**src/rtl/riscv_cpu_pkg.sv**
```systemverilog
`default_nettype none
// ============================================================================
// Module      : riscv_cpu_pkg
// Description : Shared types and constants for the RV32IM pipeline.
//               Holds the ALU operation encoding and the ID->EX and
//               EX->MEM pipeline register layouts.
// Revision    : 1.0 - initial release
// ============================================================================
package riscv_cpu_pkg;

    localparam int DATA_WIDTH    = 32;
    localparam int MULDIV_CYCLES = 32;

    typedef enum logic [4:0] {
        ALU_ADD    = 5'd0,
        ALU_SUB    = 5'd1,
        ALU_AND    = 5'd2,
        ALU_OR     = 5'd3,
        ALU_XOR    = 5'd4,
        ALU_SLL    = 5'd5,
        ALU_SRL    = 5'd6,
        ALU_SRA    = 5'd7,
        ALU_SLT    = 5'd8,
        ALU_SLTU   = 5'd9,
        ALU_MUL    = 5'd10,
        ALU_MULH   = 5'd11,
        ALU_MULHSU = 5'd12,
        ALU_MULHU  = 5'd13,
        ALU_DIV    = 5'd14,
        ALU_DIVU   = 5'd15,
        ALU_REM    = 5'd16,
        ALU_REMU   = 5'd17
    } alu_op_e;

    // Memory / branch control carried from ID through EX into MEM
    typedef struct packed {
        logic                  mem_we;
        logic                  mem_re;
        logic [2:0]            mem_size;
        logic                  branch_mux;
        logic [DATA_WIDTH-1:0] store_data;
    } id_stage_t;

    // Writeback control carried through to WB
    typedef struct packed {
        logic       reg_we;
        logic [4:0] rd_addr;
        logic [1:0] wb_sel;
    } wb_pipeline_t;

    typedef struct packed {
        logic [DATA_WIDTH-1:0] op_a;
        logic [DATA_WIDTH-1:0] op_b;
        alu_op_e               alu_op;
        id_stage_t             id_stage;
        wb_pipeline_t          wb_pipeline;
    } id2ex_t;

    typedef struct packed {
        id_stage_t             id_stage;
        logic [DATA_WIDTH-1:0] alu_result;
        wb_pipeline_t          wb_pipeline;
    } ex2mem_t;

    function automatic logic is_muldiv_op(alu_op_e op);
        case (op)
            ALU_MUL, ALU_MULH, ALU_MULHSU, ALU_MULHU,
            ALU_DIV, ALU_DIVU, ALU_REM, ALU_REMU: return 1'b1;
            default:                              return 1'b0;
        endcase
    endfunction

endpackage
`default_nettype wire

```
**src/rtl/ex_muldiv_iter.sv**
```systemverilog
`default_nettype none
// ============================================================================
// Module      : ex_muldiv_iter
// Description : Iterative RV32M multiply/divide unit. Operates on operand
//               magnitudes (shift-add multiply, restoring divide), one bit
//               per cycle, and applies signs / special cases in DONE.
// Ports       : clk_i, rst_i   - clock, synchronous active-high reset
//               kill_i         - abandon any operation, return to IDLE
//               start_i        - op_i/a_i/b_i hold a muldiv op to start
//               done_o         - result_o is valid this cycle
//               result_o       - final 32-bit result
// Revision    : 1.0 - initial release
// ============================================================================
module ex_muldiv_iter
    import riscv_cpu_pkg::*;
(
    input  logic                  clk_i,
    input  logic                  rst_i,
    input  logic                  kill_i,
    input  logic                  start_i,
    input  alu_op_e               op_i,
    input  logic [DATA_WIDTH-1:0] a_i,
    input  logic [DATA_WIDTH-1:0] b_i,
    output logic                  done_o,
    output logic [DATA_WIDTH-1:0] result_o
);

    localparam logic [4:0] c_CNT_LAST = 5'(MULDIV_CYCLES - 1);

    typedef enum logic [1:0] {
        S_IDLE = 2'd0,
        S_CALC = 2'd1,
        S_DONE = 2'd2
    } md_state_e;

    md_state_e             state_q, state_d;
    logic [4:0]            cnt_q, cnt_d;
    alu_op_e               op_q, op_d;
    logic [DATA_WIDTH-1:0] a_q, a_d;     // original operands, for signs and special cases
    logic [DATA_WIDTH-1:0] b_q, b_d;
    logic [DATA_WIDTH-1:0] dvs_q, dvs_d; // multiplicand (mul) or divisor (div) magnitude
    logic [DATA_WIDTH-1:0] hi_q, hi_d;   // product high half / partial remainder
    logic [DATA_WIDTH-1:0] lo_q, lo_d;   // multiplier -> product low half / dividend -> quotient

    function automatic logic a_is_signed(alu_op_e op);
        return (op == ALU_MULH) || (op == ALU_MULHSU) || (op == ALU_DIV) || (op == ALU_REM);
    endfunction

    function automatic logic b_is_signed(alu_op_e op);
        return (op == ALU_MULH) || (op == ALU_DIV) || (op == ALU_REM);
    endfunction

    function automatic logic is_mul(alu_op_e op);
        return (op == ALU_MUL) || (op == ALU_MULH) || (op == ALU_MULHSU) || (op == ALU_MULHU);
    endfunction

    // Start-time magnitudes
    logic                  w_a_neg_in, w_b_neg_in;
    logic [DATA_WIDTH-1:0] w_mag_a, w_mag_b;

    assign w_a_neg_in = a_is_signed(op_i) && a_i[DATA_WIDTH-1];
    assign w_b_neg_in = b_is_signed(op_i) && b_i[DATA_WIDTH-1];
    assign w_mag_a    = w_a_neg_in ? (~a_i + 1'b1) : a_i;
    assign w_mag_b    = w_b_neg_in ? (~b_i + 1'b1) : b_i;

    // One iteration of each algorithm
    logic [DATA_WIDTH:0] w_mul_sum;
    logic [DATA_WIDTH:0] w_div_shift;
    logic [DATA_WIDTH:0] w_div_trial;

    assign w_mul_sum   = {1'b0, hi_q} + {1'b0, (lo_q[0] ? dvs_q : '0)};
    assign w_div_shift = {hi_q, lo_q[DATA_WIDTH-1]};
    assign w_div_trial = w_div_shift - {1'b0, dvs_q};

    always_comb begin
        state_d = state_q;
        cnt_d   = cnt_q;
        op_d    = op_q;
        a_d     = a_q;
        b_d     = b_q;
        dvs_d   = dvs_q;
        hi_d    = hi_q;
        lo_d    = lo_q;

        case (state_q)
            S_IDLE: begin
                if (start_i) begin
                    state_d = S_CALC;
                    cnt_d   = c_CNT_LAST;
                    op_d    = op_i;
                    a_d     = a_i;
                    b_d     = b_i;
                    hi_d    = '0;
                    if (is_mul(op_i)) begin
                        dvs_d = w_mag_a;
                        lo_d  = w_mag_b;
                    end else begin
                        dvs_d = w_mag_b;
                        lo_d  = w_mag_a;
                    end
                end
            end
            S_CALC: begin
                if (is_mul(op_q)) begin
                    // Add-then-shift: product assembles in {hi, lo} as lo shifts out
                    hi_d = w_mul_sum[DATA_WIDTH:1];
                    lo_d = {w_mul_sum[0], lo_q[DATA_WIDTH-1:1]};
                end else if (!w_div_trial[DATA_WIDTH]) begin
                    hi_d = w_div_trial[DATA_WIDTH-1:0];
                    lo_d = {lo_q[DATA_WIDTH-2:0], 1'b1};
                end else begin
                    hi_d = w_div_shift[DATA_WIDTH-1:0];
                    lo_d = {lo_q[DATA_WIDTH-2:0], 1'b0};
                end
                if (cnt_q == 5'd0) begin
                    state_d = S_DONE;
                end else begin
                    cnt_d = cnt_q - 5'd1;
                end
            end
            S_DONE: begin
                state_d = S_IDLE;
            end
            default: begin
                state_d = S_IDLE;
            end
        endcase

        if (kill_i) begin
            state_d = S_IDLE;
            cnt_d   = '0;
        end
    end

    always_ff @(posedge clk_i) begin
        if (rst_i) begin
            state_q <= S_IDLE;
            cnt_q   <= '0;
            op_q    <= ALU_ADD;
            a_q     <= '0;
            b_q     <= '0;
            dvs_q   <= '0;
            hi_q    <= '0;
            lo_q    <= '0;
        end else begin
            state_q <= state_d;
            cnt_q   <= cnt_d;
            op_q    <= op_d;
            a_q     <= a_d;
            b_q     <= b_d;
            dvs_q   <= dvs_d;
            hi_q    <= hi_d;
            lo_q    <= lo_d;
        end
    end

    // Sign fix-up and special cases
    logic                      w_a_neg, w_b_neg, w_div_zero, w_div_ovf;
    logic [2*DATA_WIDTH-1:0]   w_prod, w_prod_s;
    logic [DATA_WIDTH-1:0]     w_quot_s, w_rem_s;

    assign w_a_neg    = a_is_signed(op_q) && a_q[DATA_WIDTH-1];
    assign w_b_neg    = b_is_signed(op_q) && b_q[DATA_WIDTH-1];
    assign w_div_zero = (b_q == '0);
    assign w_div_ovf  = (a_q == {1'b1, {(DATA_WIDTH-1){1'b0}}}) && (b_q == '1);
    assign w_prod     = {hi_q, lo_q};
    assign w_prod_s   = (w_a_neg ^ w_b_neg) ? (~w_prod + 1'b1) : w_prod;
    assign w_quot_s   = (w_a_neg ^ w_b_neg) ? (~lo_q + 1'b1) : lo_q;
    assign w_rem_s    = w_a_neg ? (~hi_q + 1'b1) : hi_q;

    always_comb begin
        result_o = '0;
        case (op_q)
            ALU_MUL:                         result_o = w_prod[DATA_WIDTH-1:0];
            ALU_MULH, ALU_MULHSU, ALU_MULHU: result_o = w_prod_s[2*DATA_WIDTH-1:DATA_WIDTH];
            ALU_DIV:  result_o = w_div_zero ? '1 : (w_div_ovf ? a_q : w_quot_s);
            ALU_DIVU: result_o = w_div_zero ? '1 : lo_q;
            ALU_REM:  result_o = w_div_zero ? a_q : (w_div_ovf ? '0 : w_rem_s);
            ALU_REMU: result_o = w_div_zero ? a_q : hi_q;
            default:  result_o = '0;
        endcase
    end

    assign done_o = (state_q == S_DONE);

endmodule
`default_nettype wire

```
**src/rtl/ex_stage.sv**
```systemverilog
`default_nettype none
// ============================================================================
// Module      : ex_stage
// Description : Execute stage of the in-order RV32IM pipeline. Single-cycle
//               RV32I ALU plus iterative RV32M unit, feeding the EX->MEM
//               pipeline register.
// Ports       : clk_i, rst_i    - clock, synchronous active-high reset
//               ex_pipeline_i   - decoded instruction from ID
//               ex_valid_i      - ex_pipeline_i is live
//               ex_ready_o      - instruction consumed this cycle
//               flush_i         - taken branch in MEM, kill EX slot
//               mem_pipeline_o  - registered EX->MEM fields
//               mem_valid_o     - mem_pipeline_o is live
// Revision    : 1.0 - initial release
// ============================================================================
module ex_stage
    import riscv_cpu_pkg::*;
(
    input  logic    clk_i,
    input  logic    rst_i,
    input  id2ex_t  ex_pipeline_i,
    input  logic    ex_valid_i,
    output logic    ex_ready_o,
    input  logic    flush_i,
    output ex2mem_t mem_pipeline_o,
    output logic    mem_valid_o
);

    logic [DATA_WIDTH-1:0] w_op_a, w_op_b, w_alu_res, w_md_res, w_result;
    logic [4:0]            w_shamt;
    logic                  w_is_md, w_md_done;

    ex2mem_t mem_pipeline_q, mem_pipeline_d;
    logic    mem_valid_q, mem_valid_d;

    assign w_op_a  = ex_pipeline_i.op_a;
    assign w_op_b  = ex_pipeline_i.op_b;
    assign w_shamt = w_op_b[4:0];
    assign w_is_md = is_muldiv_op(ex_pipeline_i.alu_op);

    always_comb begin
        w_alu_res = '0;
        case (ex_pipeline_i.alu_op)
            ALU_ADD:  w_alu_res = w_op_a + w_op_b;
            ALU_SUB:  w_alu_res = w_op_a - w_op_b;
            ALU_AND:  w_alu_res = w_op_a & w_op_b;
            ALU_OR:   w_alu_res = w_op_a | w_op_b;
            ALU_XOR:  w_alu_res = w_op_a ^ w_op_b;
            ALU_SLL:  w_alu_res = w_op_a << w_shamt;
            ALU_SRL:  w_alu_res = w_op_a >> w_shamt;
            ALU_SRA:  w_alu_res = $unsigned($signed(w_op_a) >>> w_shamt);
            ALU_SLT:  w_alu_res = {{(DATA_WIDTH-1){1'b0}}, ($signed(w_op_a) < $signed(w_op_b))};
            ALU_SLTU: w_alu_res = {{(DATA_WIDTH-1){1'b0}}, (w_op_a < w_op_b)};
            default:  w_alu_res = '0;
        endcase
    end

    // The unit only starts from IDLE, so holding start high while ID waits
    // for ready does not retrigger it mid-operation.
    ex_muldiv_iter u_muldiv (
        .clk_i    (clk_i),
        .rst_i    (rst_i),
        .kill_i   (flush_i),
        .start_i  (ex_valid_i && w_is_md),
        .op_i     (ex_pipeline_i.alu_op),
        .a_i      (w_op_a),
        .b_i      (w_op_b),
        .done_o   (w_md_done),
        .result_o (w_md_res)
    );

    assign ex_ready_o = !(ex_valid_i && w_is_md && !w_md_done);
    assign w_result   = w_is_md ? w_md_res : w_alu_res;

    always_comb begin
        mem_pipeline_d = '0;
        mem_valid_d    = 1'b0;
        if (!flush_i && ex_valid_i && ex_ready_o) begin
            mem_pipeline_d.id_stage    = ex_pipeline_i.id_stage;
            mem_pipeline_d.alu_result  = w_result;
            mem_pipeline_d.wb_pipeline = ex_pipeline_i.wb_pipeline;
            mem_valid_d                = 1'b1;
        end
    end

    always_ff @(posedge clk_i) begin
        if (rst_i) begin
            mem_pipeline_q <= '0;
            mem_valid_q    <= 1'b0;
        end else begin
            mem_pipeline_q <= mem_pipeline_d;
            mem_valid_q    <= mem_valid_d;
        end
    end

    assign mem_pipeline_o = mem_pipeline_q;
    assign mem_valid_o    = mem_valid_q;

endmodule
`default_nettype wire

```
**config.mk**
```make
export PLATFORM = sky130hd
export DESIGN_NAME = ex_stage
export DESIGN_NICKNAME = d
export VERILOG_FILES = /design/src/rtl/riscv_cpu_pkg.sv /design/src/rtl/ex_muldiv_iter.sv /design/src/rtl/ex_stage.sv
export SDC_FILE = /design/constraint.sdc
export NUM_CORES = 2
export LEC_CHECK = 0
export BUFFER_PORTS_ARGS = -buffer_cell sky130_fd_sc_hd__buf_2
export CORE_MARGIN = 2
export CORE_UTILIZATION = 45
export DETAILED_ROUTE_END_ITERATION = 12
export SLEW_MARGIN = 10
export SYNTH_ARGS = -nofsm -noshare
export SYNTH_HDL_FRONTEND = slang
export SYNTH_HIERARCHICAL = 1
export SYNTH_SLANG_ARGS = --single-unit
```
**constraint.sdc**
```tcl
create_clock -name clk_i -period 11 [get_ports clk_i]
set_input_delay 2.2 -clock clk_i [delete_from_list [all_inputs] [get_ports clk_i]]
set_output_delay 2.2 -clock clk_i [all_outputs]
set_load 0.01 [all_outputs]
```
==> Word level (Yosys, flattened, before mapping) <==
Memories as Yosys holds them, arrays and structs flattened.
Index checks and enable logic that the tools add are counted.
{ "totals": {"mem_bits_ro": 32, "reg_bits": 251, "mem_count": 1} }
{ "mem_list": {"columns": ["memory", "depth", "word_bits", "read_ports", "rd_ports_with_merged_regs", "wr", "line", "rtl"], "rows": [
  ["(no name shown)", 32, 1, 1, 0, 0, "riscv_cpu_pkg.sv:66", "case (op)"]
]} }
{ "op_classes": {"bitwise_logic": 10, "reduce_logical": 40, "shift": 3, "n_lt_le_gt_ge": 2, "n_eq_ne": 30, "n_addsub": 10, "muxes": 32} }
{ "op_table": {"columns": ["op", "n"], "rows": [
  ["32-bit two-way mux", 19],
  ["32-bit case mux with 10 select lines", 1],
  ["32-bit case mux with 6 select lines", 1],
  ["32-bit by 1-bit adder with 32-bit output (second input constant)", 4],
  ["32-bit inverter", 4],
  ["32-bit case mux with 2 select lines", 2],
  ["5-bit by 4-bit == test with 1-bit output (second input constant)", 13],
  ["64-bit by 1-bit adder with 64-bit output (second input constant)", 1],
  ["32-bit == test (second input constant)", 2],
  ["32-bit less-than comparator", 2],
  ["64-bit two-way mux", 1],
  ["64-bit inverter", 1],
  ["32-bit by 32-bit adder with 33-bit output", 1],
  ["33-bit by 32-bit subtractor with 33-bit output", 1],
  ["32-bit adder", 1],
  ["32-bit AND", 1],
  ["32-bit zero test", 1],
  ["32-bit OR", 1],
  ["32-bit by 5-bit << shifter with 32-bit output", 1],
  ["32-bit by 5-bit >> shifter with 32-bit output", 1],
  ["32-bit by 5-bit >>> shifter with 32-bit output", 1],
  ["32-bit subtractor", 1],
  ["32-bit bitwise XOR", 1],
  ["5-bit by 3-bit == test with 1-bit output (second input constant)", 4],
  ["25 further kinds", 61]
]} }

==> Logic depth before layout (Yosys ltp) <==
{ "logic_depth": {"depth_word": 11, "depth_mapped": 18, "ltp_nobuf": 17} }

==> Cells and area by module <==
The synthesis kept the hierarchy.
{ "modules_own_cells": {"columns": ["mod", "instances", "cells_each", "area_each_um2", "seq_area_each_um2"], "rows": [
  ["ex_muldiv_iter", 1, 2448, 16634.7, 3443.3],
  ["ex_stage", 1, 1415, 10756.6, 1581.5]
]} }

==> Least setup slack after synthesis <==
OpenSTA, ideal clock, no wires.
{ "synth_timing": {"path_kind": "in2reg", "from": "input ex_pipeline_i[53] in the netlist's numbering", "to": "register mem_pipeline_q, in the netlist mem_pipeline_o[38]", "setup_ps": 116, "t_required_ps": 10884, "path_buffers": 4, "t_arrival_ps": 5603, "path_stages": 15, "path_slack_ps": 5280, "cell_sequence": "clkbuf_1 -> inv_2 -> buf_1 -> clkbuf_1 -> ha_1 -> buf_6 -> nand2b_4 -> a2111oi_4 -> o311ai_2 -> a211oi_4 -> o21ai_2 -> a21oi_2 -> o21bai_1 -> or3_1 -> a41o_1"} }
{ "synth_between": {"elab_chain_cells": 3, "elab_cells_between_ends": 7} }
{ "synth_rtl": {"columns": ["element", "line", "rtl"], "rows": [
  ["start: declaration", "ex_stage.sv:21", "input id2ex_t ex_pipeline_i,"],
  ["32-bit subtractor, or another cell as far along", "ex_stage.sv:45", "ALU_SUB: w_alu_res = w_op_a - w_op_b;"],
  ["32-bit case mux with 10 select lines *", "ex_stage.sv:43", "case (ex_pipeline_i.alu_op)"],
  ["32-bit two-way mux *", "ex_stage.sv:73", "assign w_result = w_is_md ? w_md_res : w_alu_res;"],
  ["end signal: assignment", "ex_stage.sv:91", "mem_pipeline_q <= mem_pipeline_d;"],
  ["end: declaration", "ex_stage.sv:33", "ex2mem_t mem_pipeline_q, mem_pipeline_d;"]
]} }
Every way passes the cells marked *; elsewhere a longest branch is shown, timed or not.
A chain may end at the register's enable or synchronous reset.

==> Worst setup path in the final report <==
{ "layout_timing": {"from": "input ex_pipeline_i[54] in the netlist's numbering", "to": "register mem_pipeline_q, in the netlist mem_pipeline_o[31]"} }
Same word-level chain as after synthesis.

==> flow_summary_export.csv <==
group,metric,value,unit
status,run_status,"finished clean",
worst_setup_path,cp.required,11.41,ns
routing,drt_iter0_drc,4543,
final_layout,post-route-cell-area,30000,um^2
floorplan,design.core.area,60200,um^2
synthesis,synthTopCellsByArea,"dfxtp_1, ha_1, a21oi_1",
floorplan,fp-row-count,90,
place,placed_cells_incl_taps,4615,
synthesis,synthMostInstantiatedCell,"nand2_1",
worst_setup_path,type_of_the_worst_setup_path,"in -> reg",
place,post_dp_cell_area,28800,um^2
grt,vias_in_the_first_global_route,28100,
synthesis,synth.ff_latch_count,251,
power_and_ir_drop,worst_ir_drop_on_vdd,0.127,mV
sta,slew-limit-headroom,0.267,
place,detailedPlace.worstSlack,4.68,ns
grt,grt_antenna_before_repair,7,
grt,grt_start_max_net_pins,84,
worst_setup_path,critical_path.cell_chain,"buf_2, buf_4, inv_2, ha_1, nor3b_1, nor3_1, a31oi_1, o211ai_1, a21oi_1, nor3b_1, mux2i_1, xnor2_1, o22ai_1",
synthesis,syn-mean-instance-area,7.09,um^2
routing,route.detailed.drc,0,
sta,final_setup_tns,0,ns
floorplan,die_height,251,um
floorplan,chipWidth,251,um
grt,grt_pass1_wl,185,mm
floorplan,io-pin-count,199,
sta,number_of_setup_violations_in_the_final_report,0,
sta,slew_violations,0,
sta,min_period,5.94,ns
clock_network,worst_skew_pair.late_latency,0.56,ns
routing,wl_per_cell,27.1,um
hold_path,timing.hold.worst.class,"reg -> reg",
sta,postLayoutSetupSlackWorst,5.06,ns
worst_setup_path,critPathMaxStageDelay,0.73,ns
clock_network,post_cts.resized_instances,0,
synthesis,netlist_area,27400,um^2
worst_setup_path,slowest_stage,"ha_1",
routing,detail_route.vias_per_cell,6.69,
sta,grt_setup_unrepaired,"no",
power_and_ir_drop,fin_total_pwr,3370,uW
final_layout,final_cells,4687,
clock_network,number_of_cts_inserted_buffers,35,
floorplan,die_area,62900,um^2
synthesis,ys.warnings.count,6,
job,timing.max_cap.violations,0,
synthesis,ys_seq_area_frac,0.183,
synthesis,post_synth_inst_count,3863,
floorplan,initial_utilization,0.455,
sta,timing.clock.skew,0.0170,ns
worst_setup_path,worstPathArrival,6.35,ns
sta,max_clock_freq,0.168,GHz
clock_network,clock_tree.htree_level_count,2,
worst_setup_path,critical_path_s_most_frequent_cell,"nor3b_1",
clock_network,path_clk_slew,0.06,ns
power_and_ir_drop,p_leak,0.0116,uW
grt,gr-usage-all-layers,0.387,
clock_network,cts-hold-fix-buffers,0,
routing,route.vias.total,31400,
clock_network,cts_buffer_depth,3,
clock_network,cts.repair_timing.setup_buffer_count,0,
worst_setup_path,cp_max_fo,75,
sta,fin_crit_sh,0.540,
synthesis,synth_cell_types,103,
grt,grt.overflow.total,0,
power_and_ir_drop,power_per_cell_area,112,nW/um^2
clock_network,cts_root_buffer_type,"clkbuf_16",
routing,finalWirelength,127,mm
synthesis,synth_commonest_cells,"nand2_1, a21oi_1, nor2_1",
synthesis,async_reset_ff_frac,0,
place,place.gp.congestion,1.05,
sta,hold_viol_final,0,
routing,route.antenna.remaining_nets,0,
final_layout,area_growth,9.47,%
sta,tightest_slew,1.10,ns
worst_setup_path,crit_path_end_kind,"flop",
clock_network,cts_tree,"done",
synthesis,synth_nets,4156,
synthesis,proportion_of_netlist_area_held_by_the_largest_area_contributor,0.183,
routing,detailed_routing_iterations_pass_1,6,
synthesis,number_of_synthesized_flops_with_an_enable_pin,0,
place,place.detailed.hpwl,93.8,mm
clock_network,cts.sink_count,251,
synthesis,yosysTopAreaCell,"dfxtp_1",
place,io_buffers,198,
worst_setup_path,worstSetupStartpointType,"input pin",
final_layout,final_net_count,4163,
final_layout,final_layout_size_suffix_gt1_frac,0.117,
synthesis,synth_flop_cell,"dfxtp_1",
-- report_power, final --
group	leakage (uW)	switching, uW	internal [uW]
clock network	0.000587	485	723
registers	0.00204	51.8	948
logic	0.00902	775	385
total	0.0116	1310	2050
-- final cells by class --
type | count | area, um^2
multi-input cells | 3152 | 20600
clock inverters | 17 | 189
fillers | 6203 | 30300
well taps | 782 | 978
clock buffers | 46 | 1010
flip-flops and latches | 251 | 5020
repair buffers | 263 | 1480
inverters | 167 | 627
diodes | 9 | 22.5
-- final timing paths --
kind	startpoint	to	slack, ns	cells past startpoint
max	ex_pipeline_i[54]	mem_pipeline_o[31]	5.06	13
min	u_muldiv/dvs_q[3]	u_muldiv/dvs_q[3]	0.45	2
max reg2reg	u_muldiv/hi_q[0]	mem_pipeline_o[34]	5.53	13
min reg2reg	u_muldiv/dvs_q[3]	u_muldiv/dvs_q[3]	0.45	2
-- layout by cell type, fill, tap and decap left out, types with 19 or more instances in the layout --
cell	count
a31oi_1	39
o31ai_1	53
and2_1	62
and3_1	32
o211ai_1	57
o41ai_1	22
nor2_1	369
a21oi_1	386
ha_1	170
a221oi_1	31
o21ai_0	249
nor3_1	107
or3_1	27
nand2_1	511
a22oi_1	26
o22ai_1	24
o2111ai_1	22
o21ai_1	34
dfxtp_1	251
clkbuf_16	37
nand2b_1	29
buf_2	196
nand3_1	61
a21o_1	32
mux2i_1	67
xnor2_1	117
xor2_1	87
or4_1	19
a211oi_1	59
mux4_2	60
nor4_1	52
o21a_1	28
a21boi_0	21
inv_1	161
nand4_1	28
buf_4	67
-- logic make-up (layout without fill, tap and decap cells) --
family                     after synthesis  after routing  share of synthesized area
adders and majority gates              174            174                     0.0806
other                                    0              9                          0
and+or+nand+nor                       1385           1385                      0.234
xor gates and xnor gates               206            206                     0.0661
DFF                                    251            251                      0.183
buffers and inverters                  460            493                     0.0655
AOI/OAI and AO/OA                     1251           1251                      0.293
muxes                                  136            136                     0.0775
-- sequential cells by signal (all words and copies together), names as in the netlist, 2 cells and up --
name / flops
mem_pipeline_o: 78
u_muldiv/a_q: 32
u_muldiv/b_q: 32
u_muldiv/cnt_q: 5
u_muldiv/dvs_q: 32
u_muldiv/hi_q: 32
u_muldiv/lo_q: 32
u_muldiv/op_q: 5
u_muldiv/state_q: 2
-- routing by layer --
layer,track usage,vias up,routed length [um]
li1,-,14100,-
met1,0.533,14900,52800
met2,0.547,2004,50500
met3,0.121,388,16700
met4,0.178,8,6770
met5,0,-,49
-- per-stage QoR --
stage | utilization | hold slack, ns
3_5_place_dp | 0.477 | 0.446
4_1_cts | 0.497 | 0.454
3_3_place_gp | 0.477 | 0.441
6_report | 0.498 | 0.450
2_1_floorplan | - | 0.432
5_1_grt | 0.497 | 0.471
-- critical path, delay by kind of cell --
family / cells / cell delay [ns]
compound gates: 4 / 0.98
xor+xnor: 1 / 0.20
fa+ha+maj: 1 / 0.73
buf+inv: 3 / 1.18
mux: 1 / 0.18
simple gates: 3 / 0.86
(Power assumes the default switching activity.)
